<file path="src/rtl/net2_link_pkg.sv">
// Shared types and helpers for the net2 serial link receiver.
package net2_link_pkg;

  localparam int unsigned DEF_WIDTH = 32;
  localparam int unsigned DEF_ERR_W = 8;

`ifdef NET2_LINK_RX_PARITY_EN
  typedef enum logic [1:0] {ST_IDLE, ST_SHIFT, ST_PARITY} rx_state_t;
`else
  typedef enum logic [1:0] {ST_IDLE, ST_SHIFT} rx_state_t;
`endif

  // Even-parity bit for a word zero-extended to 64 bits.
  function automatic logic even_parity(input logic [63:0] w);
    return ^w;
  endfunction

endpackage

</file>
<file path="src/rtl/net2_fifo2.sv">
// Two-entry FIFO with the head word always held in mem0.
module net2_fifo2 #(
  parameter int unsigned WIDTH = 32
) (
  input  logic             clk,
  input  logic             rst_n,
  input  logic             enq,
  input  logic [WIDTH-1:0] din,
  input  logic             deq,
  output logic [WIDTH-1:0] dout,
  output logic             full,
  output logic             empty
);

  logic [WIDTH-1:0] mem0, mem1, mem0_nxt, mem1_nxt;
  logic [1:0]       cnt, cnt_nxt;
  logic             do_enq, do_deq;

  // A pop on a full buffer frees a slot for a same-cycle push.
  always_comb begin
    do_deq   = deq & ~empty;
    do_enq   = enq & (~full | do_deq);
    mem0_nxt = mem0;
    mem1_nxt = mem1;
    cnt_nxt  = cnt;
    case ({do_enq, do_deq})
      2'b10: begin
        if (cnt == 2'd0) mem0_nxt = din;
        else             mem1_nxt = din;
        cnt_nxt = cnt + 2'd1;
      end
      2'b01: begin
        mem0_nxt = mem1;
        cnt_nxt  = cnt - 2'd1;
      end
      2'b11: begin
        if (cnt == 2'd1) begin
          mem0_nxt = din;
        end else begin
          mem0_nxt = mem1;
          mem1_nxt = din;
        end
      end
      default: ;
    endcase
  end

  always_ff @(posedge clk or negedge rst_n) begin
    if (!rst_n) begin
      mem0  <= '0;
      mem1  <= '0;
      cnt   <= 2'd0;
      empty <= 1'b1;
      full  <= 1'b0;
    end else begin
      mem0  <= mem0_nxt;
      mem1  <= mem1_nxt;
      cnt   <= cnt_nxt;
      empty <= (cnt_nxt == 2'd0);
      full  <= (cnt_nxt == 2'd2);
    end
  end

  assign dout = mem0;

endmodule

</file>
<file path="src/rtl/net2_link_rx.sv">
// Serial link receiver: deserialises framed MSB-first words into a 2-entry buffer.
// Optional trailing even-parity bit enabled by defining NET2_LINK_RX_PARITY_EN.
module net2_link_rx
  import net2_link_pkg::*;
#(
  parameter int unsigned WIDTH = DEF_WIDTH,
  parameter int unsigned ERR_W = DEF_ERR_W
) (
  input  logic             CLK,
  input  logic             RST_N,
  input  logic             line_frame,
  input  logic             line_data,
  input  logic             deq_EN,
  output logic             deq_RDY,
  output logic [WIDTH-1:0] first,
  input  logic             clear_EN,
  output logic [ERR_W-1:0] err_count,
  output logic             overflow
);

  localparam int unsigned     CNT_W    = $clog2(WIDTH + 1);
  localparam logic [CNT_W-1:0] LAST_CNT = CNT_W'(WIDTH - 1);

  rx_state_t        state, state_nxt;
  logic [WIDTH-1:0] shreg, word_c;
  logic [CNT_W-1:0] bit_cnt;
  logic             load_c, shift_c, word_vld_c, err_ev_c, drop_c;
  logic             fifo_full, fifo_empty;
  logic             last_bit;

  assign last_bit = (bit_cnt == LAST_CNT);

  always_ff @(posedge CLK or negedge RST_N) begin
    if (!RST_N) state <= ST_IDLE;
    else        state <= state_nxt;
  end

  always_comb begin
    state_nxt = state;
    case (state)
      ST_IDLE:  if (line_frame) state_nxt = ST_SHIFT;
      ST_SHIFT: begin
        if (!line_frame) begin
          state_nxt = ST_IDLE;
        end else if (last_bit) begin
`ifdef NET2_LINK_RX_PARITY_EN
          state_nxt = ST_PARITY;
`else
          state_nxt = ST_IDLE;
`endif
        end
      end
`ifdef NET2_LINK_RX_PARITY_EN
      ST_PARITY: state_nxt = ST_IDLE;
`endif
      default: state_nxt = ST_IDLE;
    endcase
  end

  // Per-cycle strobes; a completed word is pushed on the edge that samples its last bit.
  always_comb begin
    load_c     = 1'b0;
    shift_c    = 1'b0;
    word_vld_c = 1'b0;
    err_ev_c   = 1'b0;
    word_c     = {shreg[WIDTH-2:0], line_data};
    case (state)
      ST_IDLE: load_c = line_frame;
      ST_SHIFT: begin
        if (line_frame) begin
          shift_c = 1'b1;
`ifndef NET2_LINK_RX_PARITY_EN
          word_vld_c = last_bit;
`endif
        end else begin
          err_ev_c = 1'b1;
        end
      end
`ifdef NET2_LINK_RX_PARITY_EN
      ST_PARITY: begin
        word_c = shreg;
        if (line_frame && (line_data == even_parity(64'(shreg)))) word_vld_c = 1'b1;
        else                                                      err_ev_c   = 1'b1;
      end
`endif
      default: ;
    endcase
  end

  assign drop_c = word_vld_c & fifo_full & ~deq_EN;

  always_ff @(posedge CLK or negedge RST_N) begin
    if (!RST_N) begin
      shreg   <= '0;
      bit_cnt <= '0;
    end else if (load_c) begin
      shreg   <= WIDTH'(line_data);
      bit_cnt <= CNT_W'(1);
    end else if (shift_c) begin
      shreg   <= word_c;
      bit_cnt <= bit_cnt + CNT_W'(1);
    end
  end

  // A new event takes priority over a coincident clear.
  always_ff @(posedge CLK or negedge RST_N) begin
    if (!RST_N) begin
      err_count <= '0;
      overflow  <= 1'b0;
    end else begin
      if (err_ev_c) begin
        if (clear_EN)              err_count <= ERR_W'(1);
        else if (err_count != '1)  err_count <= err_count + ERR_W'(1);
      end else if (clear_EN) begin
        err_count <= '0;
      end
      if (drop_c)        overflow <= 1'b1;
      else if (clear_EN) overflow <= 1'b0;
    end
  end

  net2_fifo2 #(.WIDTH(WIDTH)) u_fifo (
    .clk   (CLK),
    .rst_n (RST_N),
    .enq   (word_vld_c),
    .din   (word_c),
    .deq   (deq_EN),
    .dout  (first),
    .full  (fifo_full),
    .empty (fifo_empty)
  );

  assign deq_RDY = ~fifo_empty;

endmodule

</file>
<file path="config.mk">
export PLATFORM = sky130hd
export DESIGN_NAME = net2_link_rx
export DESIGN_NICKNAME = d
export VERILOG_FILES = /design/src/rtl/net2_link_pkg.sv /design/src/rtl/net2_fifo2.sv /design/src/rtl/net2_link_rx.sv
export SDC_FILE = /design/constraint.sdc
export NUM_CORES = 1
export LEC_CHECK = 0
export ABC_AREA = 1
export CELL_PAD_IN_SITES_DETAIL_PLACEMENT = 1
export CELL_PAD_IN_SITES_GLOBAL_PLACEMENT = 2
export CORE_ASPECT_RATIO = 0.75
export CORE_MARGIN = 4
export CORE_UTILIZATION = 30
export CTS_BUF_LIST = sky130_fd_sc_hd__clkbuf_8 sky130_fd_sc_hd__clkbuf_16
export DETAILED_ROUTE_END_ITERATION = 6
export PLACE_DENSITY = 0.73
export SLEW_MARGIN = 20
export SYNTH_ARGS = -nofsm -noshare
export SYNTH_HDL_FRONTEND = slang
export SYNTH_SLANG_ARGS = --single-unit
</file>
<file path="constraint.sdc">
create_clock -name CLK -period 2.66 [get_ports CLK]
set_clock_uncertainty 0.05 [all_clocks]
set_input_delay 0.665 -clock CLK [delete_from_list [all_inputs] [get_ports CLK]]
set_output_delay 0.665 -clock CLK [all_outputs]
set_load 0.01 [all_outputs]
</file>
======== Word-level counts from Yosys, hierarchy flattened ========
Cells that the tools add are included.
storage, ports and cells
  bits in registers ....................... 116
  input port bits ......................... 6
  output and inout port bits .............. 42
  logic and storage cells ................. 76
operators by class
  add/sub/neg operators ................... 4
  eq/ne operators ......................... 13
  muxes and demuxes ....................... 28
  bitwise logic cells ..................... 8
  reduce and logical (&&, ||, !) cells .... 13
operators with widths
  kind                 number
  $mux 32              4
  $pmux 32 s3          1
  $pmux 32 s2          1
  $mux 31              2
  $mux 8               4
  $mux 6               2
  $reduce_bool 2->1    5
  $mux 1               9
  $add 8x1->8 const B  1
  $ne 8x8->1 const B   1
  $pmux 2 s2           2
  $add 6x1->6 const B  1
  $eq 2x1->1 const B   3
  $eq 2x2->1 const B   3
  $eq 6x5->1 const B   1
  $logic_not 2->1      3
  $mux 2               3
  $ne 2x2->1 const B   3
  $reduce_and 2->1     3
  $and 1x1->1          4
  $ne 3x3->1 const B   1
  $not 1->1            3
  $reduce_and 3->1     1
  $reduce_bool 3->1    1
  4 further kinds      4

======== Depth between registers and ports, before layout ========
Gate-level depths: netlist (run 1).
  word-level depth ........................ 7
  gate-level depth with buffers ........... 15
  gate-level depth less buffers ........... 14

======== Cells and area by module ========
A second synthesis (run 1) with hierarchy kept.
unflattened totals
  cell total of the unflattened synthesis .. 700
  area total of the unflattened synthesis .. 5,441.5 um2
modules (own cells, without submodules)
  module        instances  cells each  area an instance (um2)  seq. area each (um2)
  net2_fifo2    1          482         3,425.8                 1,702.9
  net2_link_rx  1          218         2,015.7                 1,176.1

======== Worst setup path after synthesis (run 1) ========
OpenSTA, ideal clock, no wires.
  path type ............................... input to register
  start ................................... in deq_EN
  end ..................................... reg u_fifo.mem0[13], in the netlist u_fifo.dout[13]
  setup time .............................. 0.117 ns
  arrival time ............................ 2.241 ns
  required time ........................... 2.493 ns
  path slack .............................. 0.252 ns
  stages .................................. 11
  buffers on the path ..................... 2
  cells stage by stage .................... nand2_2 -> inv_2 -> buf_2 -> o211ai_1 -> inv_1 -> ha_1 -> a21oi_2 -> clkbuf_1 -> o21ai_0 -> nand2_1 -> nand2_1
between the ends
  word-level cells in the longest chain between the ends .. 6
  elaborated cells between the ends (all ways) .. 10
  classes of those cells .................. 4 x eq/ne; 1 x mux; 3 x bitwise; 2 x reduce/logical
RTL lines
  what                                                              RTL line            RTL
  from (decl)                                                       net2_link_rx.sv:13  input logic deq_EN,
  $and 1x1->1 *                                                     net2_fifo2.sv:21    do_deq = deq & ~empty;
  $or 1x1->1                                                        net2_fifo2.sv:22    do_enq = enq & (~full | do_deq);
  $and 1x1->1                                                       net2_fifo2.sv:22
  $eq 2x2->1 / $eq 2x1->1 (equally long branches)                   net2_fifo2.sv:26    case ({do_enq, do_deq})
  $ne 2x1->1 (no line) / $reduce_bool 3->1 (equally long branches)  -
  $reduce_and 2->1 (no line)                                        -
  to (signal assigned)                                              net2_fifo2.sv:56    mem0 <= mem0_nxt;
  to (decl)                                                         net2_fifo2.sv:15    logic [WIDTH-1:0] mem0, mem1, mem0_nxt, mem1_nxt;
Mark *: on every way between the ends. The rest lies on a longest branch, timed or not.
A chain may end at the register's enable or synchronous reset.

======== Worst setup path in the final report (run 1) ========
  start ................................... in deq_EN
  end ..................................... reg u_fifo.mem0[2], in the netlist u_fifo.dout[2]
The elaborated chain is that of the path after synthesis.

==> results of run 1 <==
per-layer routing:
layer / share of wire, % / track usage (%) / vias up
met1: 52 / 21.9 / 2044
met4: 1.1 / 4.44 / 0
met3: 2.5 / 3.27 / 12
met5: 0 / 0 / -
met2: 45 / 22.9 / 49
li1: - / - / 1954
worst min path at each step:
stage / endpoint / depth (start not counted) / slack [ns]
after global placement: u_fifo.dout[28] / 2 / 0.41
after detailed placement: u_fifo.dout[19] / 2 / 0.42
after global routing: u_fifo.dout[4] / 1 / 0.21
after floorplan: asynchronous set/reset pin / 0 / 0.32
final: u_fifo.dout[4] / 1 / 0.18
after CTS: u_fifo.dout[4] / 1 / 0.19
power by group through the flow:
| stage | Sequential [mW] | Combinational [mW] | Clock (mW) |
|---|---|---|---|
| floorplan | 1.92 | 0.385 | 0 |
| global placement | 1.91 | 0.772 | 0 |
| detailed placement | 1.92 | 0.787 | 0 |
| CTS | 1.89 | 0.790 | 2.51 |
| global route | 1.90 | 0.863 | 2.60 |
| finish | 1.89 | 0.776 | 2.45 |
cells in the mapped netlist:
| master | number |
|---|---|
| sky130_fd_sc_hd__nand2_1 | 161 |
| sky130_fd_sc_hd__dfrtp_1 | 114 |
| sky130_fd_sc_hd__o21ai_0 | 61 |
| sky130_fd_sc_hd__inv_1 | 51 |
| sky130_fd_sc_hd__nand3_1 | 47 |
| sky130_fd_sc_hd__o22ai_1 | 31 |
| sky130_fd_sc_hd__nor2_1 | 19 |
| sky130_fd_sc_hd__o21ai_1 | 14 |
| sky130_fd_sc_hd__clkbuf_1 | 13 |
| sky130_fd_sc_hd__buf_2 | 10 |
| sky130_fd_sc_hd__ha_1 | 9 |
| sky130_fd_sc_hd__inv_2 | 4 |
| sky130_fd_sc_hd__a21oi_1 | 3 |
| sky130_fd_sc_hd__buf_4 | 3 |
| sky130_fd_sc_hd__clkbuf_2 | 3 |
| sky130_fd_sc_hd__xor2_1 | 3 |
| sky130_fd_sc_hd__a21oi_2 | 2 |
| sky130_fd_sc_hd__nand2_2 | 2 |
| sky130_fd_sc_hd__xnor2_1 | 2 |
| sky130_fd_sc_hd__dfstp_2 | 1 |
| sky130_fd_sc_hd__nand3b_1 | 1 |
| sky130_fd_sc_hd__nand4_1 | 1 |
| sky130_fd_sc_hd__o211ai_1 | 1 |
| sky130_fd_sc_hd__o211ai_2 | 1 |
| sky130_fd_sc_hd__o21ai_2 | 1 |
| sky130_fd_sc_hd__or2_2 | 1 |
state kept, by name, summed over array words and instances, names as in the netlist, named ones only:
| name | count |
|---|---|
| u_fifo.dout | 32 |
| u_fifo.mem1 | 32 |
| shreg | 31 |
| err_count | 8 |
| bit_cnt | 6 |
| overflow | 1 |
| state | 1 |
| u_fifo.cnt | 1 |
| u_fifo.empty | 1 |
| u_fifo.full | 1 |
cell type report:
| cell class | instances | area, um^2 | area share (%) |
|---|---|---|---|
| sequential | 115 | 2880 | 44.5 |
| clock inverter | 13 | 181 | 2.80 |
| tap | 210 | 263 | 4.06 |
| timing repair buffer | 73 | 754 | 11.6 |
| clock buffer | 19 | 453 | 6.99 |
| multi-input combinational | 360 | 1740 | 26.9 |
| inverter | 55 | 206 | 3.19 |
repair_timing:
item / 4_1_cts / 5_1_grt
endpoints found under the setup margin: 0 / 4
setup buffers: 0 / 0
resized for setup: 0 / 1
endpoints found under the hold margin: 0 / 0
kinds of logic after synthesis:
family / after synthesis / share of synthesized area [%]
DFF: 115 / 58.1
buffers and inverters: 84 / 6.92
adders and majority gates: 9 / 2.27
AOI/OAI and AO/OA: 114 / 12.7
and+or+nand+nor: 232 / 19.1
xor gates and xnor gates: 5 / 0.884
stage by stage:
stage	instance area, um^2	instances	hold slack, ns	util, %
floorplan	4950	559	0.319	-
global placement	5840	813	0.414	36.2
detailed placement	5840	813	0.416	36.2
CTS	6470	845	0.188	40.2
global route	6480	845	0.211	40.2
finish	6480	845	0.180	40.2
==> qor.yml, run 1 <==
timing:
  setup_ws_ns: 0.235
  rsz_0062_raised_after_global_routing: "no"
  timing_hold_violations_final: 0
  worstMarginPinSlew_ns: 0.515
  fmaxAchievable_mhz: 412
  number_of_slew_limit_violations_in_the_final_report: 0
  setup_total_negative_slack_ns: 0
  slew_headroom_pct: 65.7
  finalSetupViolCount: 0
  finalWorstPathRequiredPeriod_ns: 2.43
  layout_worst_path_cycle_share_pct: 91.2
clocking:
  h-tree-depth: 4
  cts_tree: "done"
  cts_hold_repair.buffers: 0
  insertion_delay_ns: 0.41
  cts.root.buffer_cell: "sky130_fd_sc_hd__clkbuf_16"
  numCtsBuffers: 17
  maximum_clock_path_buffer_count: 2
  cts_num_sinks: 115
  cts.clk_slew.worst_paths_ns: 0.05
drt:
  final_antenna_net_count: 0
  detailedRoute.firstPassIterationCount: 4
  wl_um: 13200
  vias_per_cell: 4.80
  routed_wire_length_per_instance_um: 15.7
  drt_drc_violations_left: 0
  drt_iter0_drc: 223
  vias: 4059
pwr:
  powerDensity_nw_per_um2: 789
  share_seq_of_total_power_pct: 36.9
  report.power.total_mw: 5.11
  power.share.clock_pct: 47.9
  net-switching-power_mw: 1.39
  switching_share_pct: 27.1
  static_leakage_nw: 3.02
  comb_power_share_pct: 15.2
  vdd.ir_drop.worst_mv: 0.314
  power_report.internal_total_mw: 3.73
placed_design:
  dpl_worst_slack_ns: -0.174
  place.detailed.hpwl_um: 8590
  port_buffers: 47
  gp_congestion: 0.734
floorplan:
  fp.dieH_um: 119
  rows: 40
  die_width_um: 156
  core_um2: 16100
  dieArea_um2: 18600
  initial_core_utilization_pct: 30.7
  top_level_ports: 48
setup_path:
  crit_cells: 12
  cp.arrival_ns: 2.67
  ff2ff_setup_slack_ns: 0.24
  ordered_cell_list_for_the_critical_path: "clkdlybuf4s50_1 -> nand2_2 -> inv_2 -> o211ai_1 -> inv_1 -> ha_1 -> buf_4 -> a21oi_2 -> buf_4 -> o21ai_1 -> nand2_1 -> nand2_1"
  critical_path.reg2reg.startpoint: "bit_cnt[0]"
  worstReg2RegEnd: "u_fifo.dout[2]"
  crit_end: "u_fifo.dout[2]"
  end_kind: "register"
  cpLargestDelayFamily: "buffers and inverters"
  r2r_cells: 14
  crit_type: "primary input to register"
  slowest_delay_ns: 0.45
  worstPathRequired_ns: 2.90
  cp-startpoint: "deq_EN"
  critical_path.startpoint_type: "primary input"
  critical_path_buf_inv_count: 5
  critical_path_peak_fanout: 20
  worst_path_cell_with_the_longest_stage_delay: "sky130_fd_sc_hd__clkdlybuf4s50_1"
global_route:
  maximum_number_of_pins_on_one_net_before_global_route_repair: 45
  grt_util_all_layers_pct: 15.2
  first_pass_grt_wire_length_um: 22700
  antenna_found_initial: 0
  first_global_vias: 4333
  gr-total-overflow: 0
layout:
  area_delta_synth_final_pct: 30.8
  fillers: 1849
  mostFrequentLayoutCell: "sky130_fd_sc_hd__nand2_1"
  nNetsFinal: 637
  layout_cells_sized_above_1_pct: 11.2
  antenna_cells: 0
  mostFrequentLayoutCells: "sky130_fd_sc_hd__nand2_1, sky130_fd_sc_hd__dfrtp_1, sky130_fd_sc_hd__o21ai_0"
yosys:
  post_synth_inst_count: 559
  synth_seq_cells: 115
  synth_top_area_share_pct: 57.6
  synth.yosys.warnings: 0
  syn-mean-instance-area_um2: 8.86
  yosysTopAreaCell: "sky130_fd_sc_hd__dfrtp_1"
  post_synth_main_area_contributors: "sky130_fd_sc_hd__dfrtp_1, sky130_fd_sc_hd__nand2_1, sky130_fd_sc_hd__o21ai_0"
  area_of_the_mapped_netlist_um2: 4950
  yosysUniqueCellTypes: 26
  syn_nets: 574
  synth_sequential_area_ratio_pct: 58.1
run_status:
  outcome: "finished, final reports clean"
run:
  max_cap_violations: 0
min_path:
  worstHoldPathType: "primary input to asynchronous set/reset pin"
Note: power is estimated with default switching activity, not from simulation.
==> run 2: changes to the inputs <==
CTS_BUF_LIST = default   (was sky130_fd_sc_hd__clkbuf_8 sky130_fd_sc_hd__clkbuf_16)
PLACE_DENSITY = 0.74   (was 0.73)
==> qor.yml, run 2 (synthesis results as in run 1) <==
layout:
  fillers: 1873
  multi_input_comb_area_um2: 1750
  final_util_pct: 40.0
  antenna_cells: 0
  final-seq-area_um2: 2880
  nNetsFinal: 634
  fin_cells: 842
  area_delta_synth_final_pct: 30.3
  mostFrequentLayoutCells: "sky130_fd_sc_hd__nand2_1, sky130_fd_sc_hd__dfrtp_1, sky130_fd_sc_hd__o21ai_0"
  layout_cells_sized_above_1_pct: 11.1
  mostFrequentLayoutCell: "sky130_fd_sc_hd__nand2_1"
setup_path:
  end_kind: "register"
  critical_path.startpoint_type: "primary input"
  crit_type: "primary input to register"
  worstPathRequired_ns: 2.90
  cp-startpoint: "deq_EN"
  cp.arrival_ns: 2.65
  critical_path_peak_fanout: 21
  critical_path.reg2reg.startpoint: "bit_cnt[0]"
clocking:
  cts.clk_slew.worst_paths_ns: 0.06
  postCtsSetupRepairBufs: 0
  cts_resized: 0
  cts.root.buffer_cell: "sky130_fd_sc_hd__clkbuf_16"
  numCtsBuffers: 17
  cts_num_sinks: 115
  cts_hold_repair.buffers: 0
  h-tree-depth: 4
  cts_tree: "done"
  insertion_delay_ns: 0.41
  maximum_clock_path_buffer_count: 2
pwr:
  static_leakage_nw: 3.00
  switching_share_pct: 26.9
  share_seq_of_total_power_pct: 36.4
  power.share.clock_pct: 49.2
  powerDensity_nw_per_um2: 803
  vdd.ir_drop.worst_mv: 0.470
  power_report.internal_total_mw: 3.79
  net-switching-power_mw: 1.39
  comb_power_share_pct: 14.4
floorplan:
  dieArea_um2: 18600
  core_um2: 16100
  fp.dieH_um: 119
  die_width_um: 156
  initial_core_utilization_pct: 30.7
  top_level_ports: 48
  rows: 40
timing:
  hold_ws_ns: 0.131
  fmaxAchievable_mhz: 415
  number_of_slew_limit_violations_in_the_final_report: 0
  rsz_0062_raised_after_global_routing: "no"
  finalWorstPathRequiredPeriod_ns: 2.41
  timing_hold_violations_final: 0
  layout_worst_path_cycle_share_pct: 90.6
  finalSetupViolCount: 0
  slew_headroom_pct: 67.1
  worstMarginPinSlew_ns: 0.493
drt:
  vias_per_cell: 4.81
  routed_wire_length_per_instance_um: 15.7
  vias: 4047
  drt_iter0_drc: 170
  detailedRoute.firstPassIterationCount: 4
  wl_um: 13200
  final_antenna_net_count: 0
  drt_drc_violations_left: 0
run:
  max_cap_violations: 0
placed_design:
  gp_congestion: 0.761
  port_buffers: 47
  place.detailed.instances: 810
  place.detailed.hpwl_um: 8300
global_route:
  maximum_number_of_pins_on_one_net_before_global_route_repair: 48
  grt_util_all_layers_pct: 14.9
  first_global_vias: 4331
  antenna_found_initial: 0
  first_pass_grt_wire_length_um: 22500
  gr-total-overflow: 0
run_status:
  outcome: "finished, final reports clean"
min_path:
  worstHoldPathType: "primary input to asynchronous set/reset pin"
-- run 2: cell count changes in the layout (fill, tap and decap cells not counted) --
cell and change:
sky130_fd_sc_hd__buf_12 -3, sky130_fd_sc_hd__bufinv_16 +1, sky130_fd_sc_hd__clkbuf_8 -1, sky130_fd_sc_hd__clkinv_2 -3
sky130_fd_sc_hd__clkinv_4 +2, sky130_fd_sc_hd__clkinvlp_4 -1, sky130_fd_sc_hd__inv_6 +2, sky130_fd_sc_hd__nand3_1 -1
sky130_fd_sc_hd__nand3_2 +1, sky130_fd_sc_hd__nor2_1 -1, sky130_fd_sc_hd__nor2_2 +1
-- run 2: critical path: stages --
cell	delay, ns
sky130_fd_sc_hd__clkdlybuf4s50_1	0.44
sky130_fd_sc_hd__nand2_2	0.10
sky130_fd_sc_hd__inv_2	0.04
sky130_fd_sc_hd__o211ai_1	0.25
sky130_fd_sc_hd__inv_1	0.11
sky130_fd_sc_hd__ha_1	0.23
sky130_fd_sc_hd__buf_4	0.16
sky130_fd_sc_hd__a21oi_2	0.22
sky130_fd_sc_hd__buf_12	0.19
sky130_fd_sc_hd__o21ai_0	0.12
sky130_fd_sc_hd__nand2_1	0.08
sky130_fd_sc_hd__nand2_1	0.05
-- run 2: power groups by stage --
stage	combinational, mW	clock (mW)	sequential, mW
global route	0.838	2.69	1.90
finish	0.747	2.55	1.89
floorplan	0.385	0	1.92
CTS	0.760	2.61	1.89
global placement	0.745	0	1.91
detailed placement	0.755	0	1.92
-- run 2: through the flow --
step                      cell area [um^2]  TNS, ns  power, mW  setup slack [ns]
after floorplan                       4950        0       2.31             0.252
after global placement                5780    -2.79       2.66            -0.107
after detailed placement              5780    -5.19       2.67            -0.147
after CTS                             6440        0       5.26             0.238
after global routing                  6450        0       5.43            0.0490
final                                 6450        0       5.18             0.251
-- run 2: worst paths after layout --
path	to	slack (ns)	cells after the start
max	u_fifo.dout[18]	0.25	12
min	u_fifo.dout[4]	0.13	1
max reg2reg	u_fifo.dout[18]	0.30	14
min reg2reg	u_fifo.dout[12]	0.43	2
max in group asynchronous	u_fifo.dout[25]	1.75	2
min in group CLK	u_fifo.dout[12]	0.43	2
-- run 2: per-layer routing --
metal  up-vias  routed length, um  global-route usage (%)
li1       1945                  -                       -
met4         0                 51                    3.96
met2        65               6070                    21.9
met5         -                  0                       0
met1      2033               6560                    21.6
met3         4                521                    4.00
-- run 2: area by class of cell --
class / instances / area share [%]
inverters: 55 / 3.20
repair buffers: 70 / 10.8
clock buffers: 18 / 6.81
flip-flops and latches: 115 / 44.6
multi-input cells: 360 / 27.1
clock inverters: 14 / 3.47
well taps: 210 / 4.07
